### src/rtl/serial_adder_pkg.sv
`default_nettype none
// ============================================================================
// Module   : serial_adder_pkg
// Purpose  : Shared FSM state encoding and WIDTH bounds for the serial adder.
// Revision : 1.0 - initial release
// ============================================================================
package serial_adder_pkg;

   typedef enum logic [1:0] {
      IDLE = 2'd0,
      RUN  = 2'd1,
      DONE = 2'd2
   } state_t;

   localparam int c_width_min = 1;
   localparam int c_width_max = 64;

endpackage
`default_nettype wire

### src/rtl/serial_adder_ctrl_if.sv
`default_nettype none
// ============================================================================
// Module   : serial_adder_ctrl_if
// Purpose  : Operand-request and result handshakes of the serial adder.
// Revision : 1.0 - initial release
// ============================================================================
interface serial_adder_ctrl_if #(
   parameter int WIDTH = 8
);
   logic             start_valid;
   logic             start_ready;
   logic [WIDTH-1:0] a;
   logic [WIDTH-1:0] b;
   logic             cin;
   logic             result_valid;
   logic             result_ready;
   logic [WIDTH-1:0] sum;
   logic             cout;
   logic             busy;

   modport master (
      output start_valid, a, b, cin, result_ready,
      input  start_ready, result_valid, sum, cout, busy
   );

   modport slave (
      input  start_valid, a, b, cin, result_ready,
      output start_ready, result_valid, sum, cout, busy
   );
endinterface
`default_nettype wire

### src/rtl/serial_full_adder.sv
`default_nettype none
// ============================================================================
// Module   : serial_full_adder
// Purpose  : Combinational 1-bit full adder shared across all operand bits.
// Revision : 1.0 - initial release
// ============================================================================
module serial_full_adder (
   input  wire logic a,
   input  wire logic b,
   input  wire logic cin,
   output logic      out,
   output logic      cout
);
   assign out  = a ^ b ^ cin;
   assign cout = (a & b) | (b & cin) | (a & cin);
endmodule
`default_nettype wire

### src/rtl/serial_adder_ctrl.sv
`default_nettype none
// ============================================================================
// Module   : serial_adder_ctrl
// Purpose  : LSB-first bit-serial adder controller around one full adder.
// Revision : 1.0 - initial release
// ============================================================================
module serial_adder_ctrl
   import serial_adder_pkg::*;
#(
   parameter int WIDTH = 8
) (
   input  wire logic          CLK,
   input  wire logic          RESET,
   serial_adder_ctrl_if.slave bus
);
   localparam int             CW     = (WIDTH > 1) ? $clog2(WIDTH) : 1;
   localparam logic [CW-1:0]  c_last = CW'(WIDTH - 1);

   if (WIDTH < c_width_min || WIDTH > c_width_max) begin : g_bad_width
      $error("serial_adder_ctrl: WIDTH out of range");
   end

   state_t           r_state;
   logic [WIDTH-1:0] r_a_sh;
   logic [WIDTH-1:0] r_b_sh;
   logic [WIDTH-1:0] r_sum_sh;
   logic             r_carry;
   logic [CW-1:0]    r_count;
   logic [WIDTH-1:0] r_sum;
   logic             r_cout;
   logic             r_start_ready;
   logic             r_result_valid;
   logic             r_busy;

   logic             w_fa_sum;
   logic             w_fa_cout;
   logic [WIDTH-1:0] w_sum_next;

   serial_full_adder u_fa (
      .a    (r_a_sh[0]),
      .b    (r_b_sh[0]),
      .cin  (r_carry),
      .out  (w_fa_sum),
      .cout (w_fa_cout)
   );

   // New sum bits enter at the MSB so the LSB lands at bit 0 after WIDTH shifts.
   if (WIDTH == 1) begin : g_sum_w1
      assign w_sum_next = w_fa_sum;
   end else begin : g_sum_wn
      assign w_sum_next = {w_fa_sum, r_sum_sh[WIDTH-1:1]};
   end

   always_ff @(posedge CLK) begin
      if (RESET) begin
         r_state        <= IDLE;
         r_a_sh         <= '0;
         r_b_sh         <= '0;
         r_sum_sh       <= '0;
         r_carry        <= 1'b0;
         r_count        <= '0;
         r_sum          <= '0;
         r_cout         <= 1'b0;
         r_start_ready  <= 1'b1;
         r_result_valid <= 1'b0;
         r_busy         <= 1'b0;
      end else begin
         case (r_state)
            IDLE: begin
               if (bus.start_valid) begin
                  r_a_sh        <= bus.a;
                  r_b_sh        <= bus.b;
                  r_carry       <= bus.cin;
                  r_count       <= '0;
                  r_state       <= RUN;
                  r_start_ready <= 1'b0;
                  r_busy        <= 1'b1;
               end
            end
            RUN: begin
               r_sum_sh <= w_sum_next;
               r_a_sh   <= r_a_sh >> 1;
               r_b_sh   <= r_b_sh >> 1;
               r_carry  <= w_fa_cout;
               r_count  <= r_count + CW'(1);
               if (r_count == c_last) begin
                  // Capture the result here so sum/cout hold through DONE and IDLE.
                  r_sum          <= w_sum_next;
                  r_cout         <= w_fa_cout;
                  r_state        <= DONE;
                  r_result_valid <= 1'b1;
               end
            end
            DONE: begin
               if (bus.result_ready) begin
                  r_state        <= IDLE;
                  r_result_valid <= 1'b0;
                  r_busy         <= 1'b0;
                  r_start_ready  <= 1'b1;
               end
            end
            default: begin
               r_state        <= IDLE;
               r_result_valid <= 1'b0;
               r_busy         <= 1'b0;
               r_start_ready  <= 1'b1;
            end
         endcase
      end
   end

   assign bus.start_ready  = r_start_ready;
   assign bus.result_valid = r_result_valid;
   assign bus.busy         = r_busy;
   assign bus.sum          = r_sum;
   assign bus.cout         = r_cout;
endmodule
`default_nettype wire

### src/flat_wrapper.sv
// flat-port wrapper written by rule: the top's interface ports become plain ports
module serial_adder_ctrl_flat import serial_adder_pkg::*;
#(
   parameter int WIDTH = 8
)
  (CLK, RESET, bus_start_valid, bus_a, bus_b, bus_cin, bus_result_ready, bus_start_ready, bus_result_valid, bus_sum, bus_cout, bus_busy);
  serial_adder_ctrl_if #(.WIDTH(WIDTH)) bus_i ();
  input  wire logic CLK;
  input  wire logic RESET;
  input wire logic [$bits(bus_i.start_valid)-1:0] bus_start_valid;
  input wire logic [$bits(bus_i.a)-1:0] bus_a;
  input wire logic [$bits(bus_i.b)-1:0] bus_b;
  input wire logic [$bits(bus_i.cin)-1:0] bus_cin;
  input wire logic [$bits(bus_i.result_ready)-1:0] bus_result_ready;
  output wire logic [$bits(bus_i.start_ready)-1:0] bus_start_ready;
  output wire logic [$bits(bus_i.result_valid)-1:0] bus_result_valid;
  output wire logic [$bits(bus_i.sum)-1:0] bus_sum;
  output wire logic [$bits(bus_i.cout)-1:0] bus_cout;
  output wire logic [$bits(bus_i.busy)-1:0] bus_busy;
  assign bus_i.start_valid = bus_start_valid;
  assign bus_i.a = bus_a;
  assign bus_i.b = bus_b;
  assign bus_i.cin = bus_cin;
  assign bus_i.result_ready = bus_result_ready;
  assign bus_start_ready = bus_i.start_ready;
  assign bus_result_valid = bus_i.result_valid;
  assign bus_sum = bus_i.sum;
  assign bus_cout = bus_i.cout;
  assign bus_busy = bus_i.busy;
  serial_adder_ctrl #(.WIDTH(WIDTH)) u_core (.CLK(CLK), .RESET(RESET), .bus(bus_i));
endmodule
### config.mk
export PLATFORM = sky130hd
export DESIGN_NAME = serial_adder_ctrl_flat
export DESIGN_NICKNAME = d
export VERILOG_FILES = /design/src/rtl/serial_adder_pkg.sv /design/src/rtl/serial_adder_ctrl_if.sv /design/src/rtl/serial_full_adder.sv /design/src/rtl/serial_adder_ctrl.sv /design/src/flat_wrapper.sv
export SDC_FILE = /design/constraint.sdc
export NUM_CORES = 1
export LEC_CHECK = 0
export ABC_AREA = 1
export CORE_ASPECT_RATIO = 1.1
export CORE_MARGIN = 3
export CORE_UTILIZATION = 30
export CTS_CLUSTER_SIZE = 12
export DETAILED_ROUTE_END_ITERATION = 7
export DONT_BUFFER_PORTS = 1
export GPL_TIMING_DRIVEN = 0
export MAX_ROUTING_LAYER = met4
export PLACE_DENSITY_LB_ADDON = 0.12
export SLEW_MARGIN = 15
export SYNTH_ARGS = -nofsm -noshare
export SYNTH_HDL_FRONTEND = slang
export SYNTH_SLANG_ARGS = --single-unit
### constraint.sdc
create_clock -name CLK -period 2.96 [get_ports CLK]
set_clock_uncertainty 0.1 [all_clocks]
set_input_delay 0.74 -clock CLK [delete_from_list [all_inputs] [get_ports CLK]]
set_output_delay 0.74 -clock CLK [all_outputs]
set_load 0.02 [all_outputs]
Yosys cells after proc, flatten, opt, wreduce, memory -nomap -nowiden

Cells that the tools add are included.

Logic and storage cells: 54
Bits in registers: 42
Output and inout bits: 12
Input port bits: 21

Bitwise logic cells: 9
Muxes and demuxes: 20
Add/subtract/negate cells: 1
Equal/unequal tests: 6
Reductions and logical operators: 7

Operators with widths:

| operator            | count |
|---|---|
| $pmux 8 s2          | 2 |
| $mux 8              | 2 |
| $pmux 1 s3          | 3 |
| $reduce_and 3->1    | 3 |
| $mux 1              | 6 |
| $mux 2              | 3 |
| $pmux 2 s3          | 1 |
| $pmux 3 s2          | 1 |
| $ne 2x2->1 const B  | 2 |
| $reduce_and 2->1    | 2 |
| $add 3x1->3 const B | 1 |
| $and 1x1->1         | 3 |
| $eq 3x3->1 const B  | 1 |
| $mux 3              | 1 |
| $eq 2x1->1 const B  | 1 |
| $eq 2x2->1 const B  | 1 |
| $logic_not 2->1     | 1 |
| $ne 2x1->1 const B  | 1 |
| $not 1->1           | 2 |
| $or 1x1->1          | 2 |
| $pmux 1 s2          | 1 |
| $reduce_bool 2->1   | 1 |
| $xor 1x1->1         | 2 |

Longest topological paths before layout

Gate-level depths: netlist of the first run.

Depth after elaboration: 4
Gate-level depth with buffers: 7
Mapped depth without buffers: 7

Hierarchy

Synthesis of the first run repeated with hierarchy kept, for this count alone.

Cell total of the unflattened synthesis: 239
Area, all modules: 1784.2 µm²

By module, submodules not included:

| module            | cells an instance | area an instance (µm²) | instances | seq. area each (µm²) |
|---|---|---|---|---|
| serial_adder_ctrl | 238               | 1764.2                 | 1         | 820.8 |
| serial_full_adder | 1                 | 20.0                   | 1         | 0.0 |

Worst setup path before layout of the first run

OpenSTA, ideal clock, no wires.

Path kind: input-to-reg
Start point: input port RESET
End point: register u_core.r_sum[1] (netlist: u_core.bus.sum[1])
Required time: 2.717 ns
Cell stages on the path: 3
Path slack: 1.390 ns
Library setup time: 0.143 ns
Arrival: 1.327 ns
Buffers on the path: 2
Cell sequence: buf_2 buf_1 a21oi_1

RTL lines:

| item                 | line                    | text |
|---|---|---|
| start, declared      | flat_wrapper.sv:9       | `input wire logic RESET;` |
| end signal, assigned | serial_adder_ctrl.sv:88 | `r_sum <= w_sum_next;` |
| end, declared        | serial_adder_ctrl.sv:29 | `logic [WIDTH-1:0] r_sum;` |

No word-level cell between the ends.

Worst setup path after layout of the first run

Start point: register u_core.r_cout (netlist: u_core.bus.cout)
End point: output port bus_cout

RTL lines:

| item                   | line                    | text |
|---|---|---|
| start, declared        | serial_adder_ctrl.sv:30 | `logic r_cout;` |
| start signal, assigned | serial_adder_ctrl.sv:89 | `r_cout <= w_fa_cout;` |
| end, declared          | flat_wrapper.sv:18      | `output wire logic [$bits(bus_i.cout)-1:0] bus_cout;` |

No word-level cell between the ends.

==> results of run 1 <==
## through the flow
stage	cell area (sq um)	cells	utilization [%]	hold slack (ps)
after floorplan	1900	252	-	337
after global placement	2000	329	33.6	354
after detailed placement	2000	329	33.6	356
after CTS	2130	337	35.9	375
after global routing	2130	337	35.9	385
final	2130	337	35.9	372
## cell usage in the layout, fill, tap and decap left out, drive strengths merged
master  netlist  layout
dfxtp        41      41
a21oi        27      27
clkinv        0       1
fa            1       1
o21ai        15      15
nor2         27      27
o21bai        1       1
nand2        56      56
ha            2       2
inv          30      30
clkbuf        2       7
nand3        36      36
buf          13      13
nand3b        1       1
bufinv        0       2
## cell families (layout without fill, tap and decap cells)
| group | Yosys count | in the layout | share of synthesized area [%] |
|---|---|---|---|
| AND/OR/NAND/NOR | 120 | 120 | 30.1 |
| adder cells (fa/ha/maj) | 3 | 3 | 2.37 |
| AO/OA/AOI/OAI | 43 | 43 | 13.0 |
| flip-flops | 41 | 41 | 43.1 |
| buffers and inverters | 45 | 53 | 11.4 |
## worst min-delay path by stage
stage / slack, ps / to / cells past startpoint / start
2_1_floorplan: 340 / u_core.r_count[0]$_SDFFE_PP0P_ / 1 / u_core.r_count[0]$_SDFFE_PP0P_
3_3_place_gp: 350 / u_core.r_count[0]$_SDFFE_PP0P_ / 1 / u_core.r_count[0]$_SDFFE_PP0P_
3_5_place_dp: 360 / u_core.r_count[0]$_SDFFE_PP0P_ / 1 / u_core.r_count[0]$_SDFFE_PP0P_
4_1_cts: 380 / u_core.r_count[0]$_SDFFE_PP0P_ / 1 / u_core.r_count[0]$_SDFFE_PP0P_
5_1_grt: 390 / u_core.r_count[0]$_SDFFE_PP0P_ / 1 / u_core.r_count[0]$_SDFFE_PP0P_
6_report: 370 / u_core.r_count[0]$_SDFFE_PP0P_ / 1 / u_core.r_count[0]$_SDFFE_PP0P_
## sequential cells by signal (all words and copies together), names as in the netlist
register and count:
u_core.bus.busy 1, u_core.r_b_sh 8, u_core.bus.sum 8, u_core.r_a_sh 8, u_core.r_state 2, u_core.bus.start_ready 1, u_core.r_carry 1, u_core.bus.result_valid 1
u_core.r_count 3, u_core.r_sum_sh 7, u_core.bus.cout 1
## per-layer routing
layer	global-route usage, %	vias up	routed length (microns)
li1	-	815	-
met2	20.0	24	1980
met1	16.6	697	2030
met5	-	-	0
met4	4.08	0	54
met3	3.83	5	150
## power by group through the flow
stage / Sequential (mW) / Combinational [mW] / Clock (mW)
after floorplan: 0.614 / 0.125 / 0
after global placement: 0.618 / 0.157 / 0
after detailed placement: 0.618 / 0.158 / 0
after CTS: 0.605 / 0.159 / 0.555
after global routing: 0.609 / 0.178 / 0.580
final: 0.605 / 0.154 / 0.531
## final cells by class
type | count | share of cell area [%]
Sequential cell | 41 | 38.5
Multi-Input combinational cell | 166 | 40.6
Clock inverter | 3 | 3.05
Buffer | 15 | 4.92
Tap cell | 77 | 4.51
Inverter | 30 | 5.28
Clock buffer | 5 | 3.22
==> reports/metrics.yaml, run 1 <==
drtPass1Iterations: 4
grt_usage_pct: 13.1
ir_drop_uv: 219
synth_nets: 276
clockBufferDepth: 2
multiInputGateArea_sq_um: 866
place.gp.congestion: 0.713
dp_hpwl_microns: 2900
ys.flop_type: "dfxtp_1"
cts_setup_buffers: 0
yosysTopAreaCell: "dfxtp_1"
final_hold_viol_count: 0
worstReg2RegStart: "u_core.r_count[0]$_SDFFE_PP0P_"
grt_pass1_vias: 1467
maxCapViolations: 0
diodes: 0
synth-seq-area-share_pct: 43.1
cts_hold_buf: 0
die_w_microns: 82.0
reg2reg_depth: 7
drt_wl_total_microns: 4220
ant_nets: 0
start_kind: "register"
nFillCells: 667
postSynthAreaPerCell_sq_um: 7.56
h-tree-depth: 2
synthMostInstantiatedCell: "nand2_1"
async_reset_ff_share_pct: 0
fin_crit_sh_pct: 53.9
startpoint: "u_core.bus.cout$_SDFFE_PP0P_"
drcViolationCount: 0
p_seq_share_pct: 46.8
critPathCaptureType: "output pin"
antenna_found_initial: 0
p_comb_share_pct: 12.0
drt_iter0_drc: 53
synth.distinct_cells: 24
hold_class: "reg -> reg"
p_int_mw: 0.976
seq_area_sq_um: 821
finalPower_mw: 1.29
setup_viol: 0
netlist_top_cells_area: "dfxtp_1 43%, nand2_1 10%, nand3_1 7.4%, inv_1 5.3%, nor2_1 5.1%"
cp.depth: 0
outcome: "finished, final reports clean"
worstSetupPathType: "reg -> out"
vias_per_cell: 4.57
dieArea_sq_um: 7340
synth_edf_count: 0
grt_pass1_wl_microns: 7070
post-place-ws_ps: 1050
fp.dieH_microns: 89.6
p_per_area_nw_per_um2: 605
synth_commonest_cells: "53 x nand2_1, 41 x dfxtp_1, 28 x nand3_1"
r2r_end: "u_core.bus.sum[7]$_SDFFE_PP0P_"
cts_buffers: 5
drive_gt1_share_pct: 16.5
syn2layout_area_growth_pct: 12.1
net-switching-power_mw: 0.314
synthCells: 252
ys_ff_latch: 41
path_max_fanout: 2
p_leak_nw: 0.945
cts_sinks: 41
synth_top_area_share_pct: 43.1
post_drt_wl_per_cell_microns: 12.5
slew_headroom_pct: 58.5
nets: 283
sw_frac_of_total_pct: 24.4
core_area_sq_um: 5950
rows: 29
rsz0062_at_grt: "false"
crit_required_ps: 2120
worstMarginPinSlew_ps: 623
cts-root-buf: "clkbuf_8"
period_minus_slack_ps: 1600
grt_max_degree: 14
dr_total_vias: 1541
slew_violations: 0
clk_pin_slew_worst_paths_ps: 80
ys_warn_count: 0
regToRegSetupSlack_ps: 1540
io_pins: 33
arrival_ps: 760
syn_area_sq_um: 1900
grt_remaining_overflow: 0
final.setup.worst_slack_ps: 1360
clock_latency_ps: 290
clock.fmax_mhz: 626
cts_tree: "built"
crit_path_end: "bus_cout"
p_clk_share_pct: 41.2
initial_core_util_pct: 32.0
tns_ps: 0
post_cts_resize_count: 0
io_buffers: 0
Power figures use the tool's default switching activity.
==> run 2, diff against run 1 <==
==> constraint.sdc (replaced) <==
create_clock -name CLK -period 1.4 [get_ports CLK]
set_clock_uncertainty 0.1 [all_clocks]
set_input_delay 0.35 -clock CLK [delete_from_list [all_inputs] [get_ports CLK]]
set_output_delay 0.35 -clock CLK [all_outputs]
set_load 0.02 [all_outputs]
==> reports/metrics.yaml, run 2 (same netlist as run 1, synthesis figures left out) <==
outcome: "finished, final reports clean"  # unchanged
h-tree-depth: 2  # unchanged
final_hold_viol_count: 0  # unchanged
r2r_end: "u_core.bus.sum[0]$_SDFFE_PP0P_"  # was u_core.bus.sum[7]$_SDFFE_PP0P_
drcViolationCount: 0  # unchanged
place.gp.congestion: 0.713  # unchanged
finalPower_mw: 2.75  # was 1.29 mW
worst_hold_path.endpoint: "u_core.r_b_sh[7]$_SDFFE_PP0P_"  # was u_core.r_count[0]$_SDFFE_PP0P_
dieArea_sq_um: 7340  # unchanged
tns_ps: 0  # unchanged
io_pins: 33  # unchanged
core_area_sq_um: 5950  # unchanged
dr_total_vias: 1559  # was 1541
holdPathStages: 2  # was 1
die_w_microns: 82.0  # unchanged
drt_wl_total_microns: 4280  # was 4220 microns
maxCapViolations: 0  # unchanged
syn2layout_area_growth_pct: 14.5  # was 12.1%
post_drt_wl_per_cell_microns: 12.6  # was 12.5 microns
vias_per_cell: 4.60  # was 4.57
most-common-layout-cells: "53 x nand2_1, 39 x dfxtp_1, 28 x nand3_1"  # was 53 x nand2_1, 41 x dfxtp_1, 28 x nand3_1
final_cell_area_sq_um: 2180  # was 2130 sq um
grt_usage_pct: 13.1  # unchanged
p_per_area_nw_per_um2: 1260  # was 605 nW/um^2
path_max_fanout: 5  # was 2
cts_sinks: 41  # unchanged
cts-root-buf: "clkbuf_8"  # unchanged
worstSetupPathType: "reg -> reg"  # was reg -> out
rsz0062_at_grt: "false"  # unchanged
ant_nets: 0  # unchanged
hold_class: "in -> reg"  # was reg -> reg
initial_core_util_pct: 32.0  # unchanged
clockBufferDepth: 2  # unchanged
drtPass1Iterations: 4  # unchanged
final_common_cell: "nand2_1"  # unchanged
grt_max_degree: 14  # unchanged
worstReg2RegStart: "u_core.r_count[0]$_SDFFE_PP0P_"  # unchanged
grt_remaining_overflow: 0  # unchanged
fp.dieH_microns: 89.6  # unchanged
io_buffers: 0  # unchanged
whs_ps: 95.9  # was 372 ps
crit_required_ps: 1500  # was 2120 ps
grt_pass1_vias: 1466  # was 1467
finish.utilization_pct: 36.6  # was 35.9%
fin_crit_sh_pct: 95.5
worstMarginPinSlew_ps: 662  # was 623 ps
grt_pass1_wl_microns: 7070  # about the same
place_area_sq_um: 2000  # unchanged
min_from: "bus_b[7]"  # was u_core.r_count[0]$_SDFFE_PP0P_
arrival_ps: 1440  # was 760 ps
clock_latency_ps: 290  # about the same
start_kind: "register"  # unchanged
slew_violations: 0  # unchanged
reg2reg_depth: 7  # unchanged
clk_pin_slew_worst_paths_ps: 80  # about the same
antenna_found_initial: 0  # unchanged
critPathCaptureType: "register"  # was output pin
dp_hpwl_microns: 2900  # unchanged
diodes: 0  # unchanged
cts_tree: "built"  # unchanged
ir_drop_uv: 463  # was 219 uV
slew_headroom_pct: 55.9  # was 58.5%
drive_gt1_share_pct: 18.7  # was 16.5%
p_leak_nw: 0.965  # was 0.945 nW
cts_buffers: 5  # unchanged
setup_viol: 0  # unchanged
regToRegSetupSlack_ps: 60  # was 1540 ps
period_minus_slack_ps: 1340
nets: 285  # was 283
rows: 29  # unchanged
clock.fmax_mhz: 748
drt_iter0_drc: 69  # was 53
==> run 2: cell count changes in the layout (fill, tap and decap cells not counted), sizes merged <==
cell	change
clkbuf	+1
buf	+1
==> run 2: layout make-up <==
| class | instances | area, sq um |
|---|---|---|
| tap | 77 | 96.3 |
| sequential | 41 | 823 |
| fill | 657 | 3770 |
| timing repair buffer | 2 | 12.5 |
| multi-input combinational | 166 | 875 |
| buffer | 15 | 121 |
| clock inverter | 3 | 65.1 |
| clock buffer | 5 | 68.8 |
| inverter | 30 | 118 |
==> run 2: layer usage <==
layer / vias up / GRT usage (%) / wire length (microns)
met3: 6 / 3.83 / 158
met1: 705 / 16.6 / 2060
met5: - / - / 0
li1: 818 / - / -
met2: 30 / 20.0 / 2020
met4: 0 / 4.08 / 40
==> run 2: timing repair <==
| action | 4_1_cts | 5_1_grt |
|---|---|---|
| hold buffers | 0 | 0 |
| buffers inserted | 0 | 1 |
| cloned | 0 | 1 |
| resized for setup | 3 | 19 |
| pin swaps | 0 | 1 |
| setup endpoints to repair | 11 | 24 |
==> run 2: worst max-delay path by stage <==
stage	cells after the start	slack [ps]	to	start
after floorplan	7	80	u_core.bus.sum[0]$_SDFFE_PP0P_	u_core.r_count[0]$_SDFFE_PP0P_
after global placement	5	-130	u_core.r_sum_sh[3]$_SDFFE_PP0P_	RESET
after detailed placement	5	-120	u_core.r_sum_sh[3]$_SDFFE_PP0P_	RESET
after CTS	7	8	u_core.bus.sum[1]$_SDFFE_PP0P_	u_core.r_count[0]$_SDFFE_PP0P_
after global routing	7	4	u_core.bus.sum[1]$_SDFFE_PP0P_	u_core.r_count[0]$_SDFFE_PP0P_
final	7	60	u_core.bus.sum[0]$_SDFFE_PP0P_	u_core.r_count[0]$_SDFFE_PP0P_
==> run 2: stage by stage <==
stage	instances	worst slack [ps]
after floorplan	252	79.9
after global placement	329	-126
after detailed placement	329	-118
after CTS	337	7.92
after global routing	339	3.61
final	339	63.5
==> run 2: power breakdown <==
group	total [mW]	internal, mW	switching [mW]
registers	1.28	1.23	0.0446
clock network	1.13	0.708	0.423
logic	0.342	0.133	0.209
total	2.75	2.08	0.676
==> run 2: critical path, cell delays in order, from the launching register on <==
cell	delay (ps)
dfxtp_2	330
ha_1	190
ha_1	180
inv_2	80
nor2_4	50
buf_2	150
o21ai_1	120
nor2_1	50
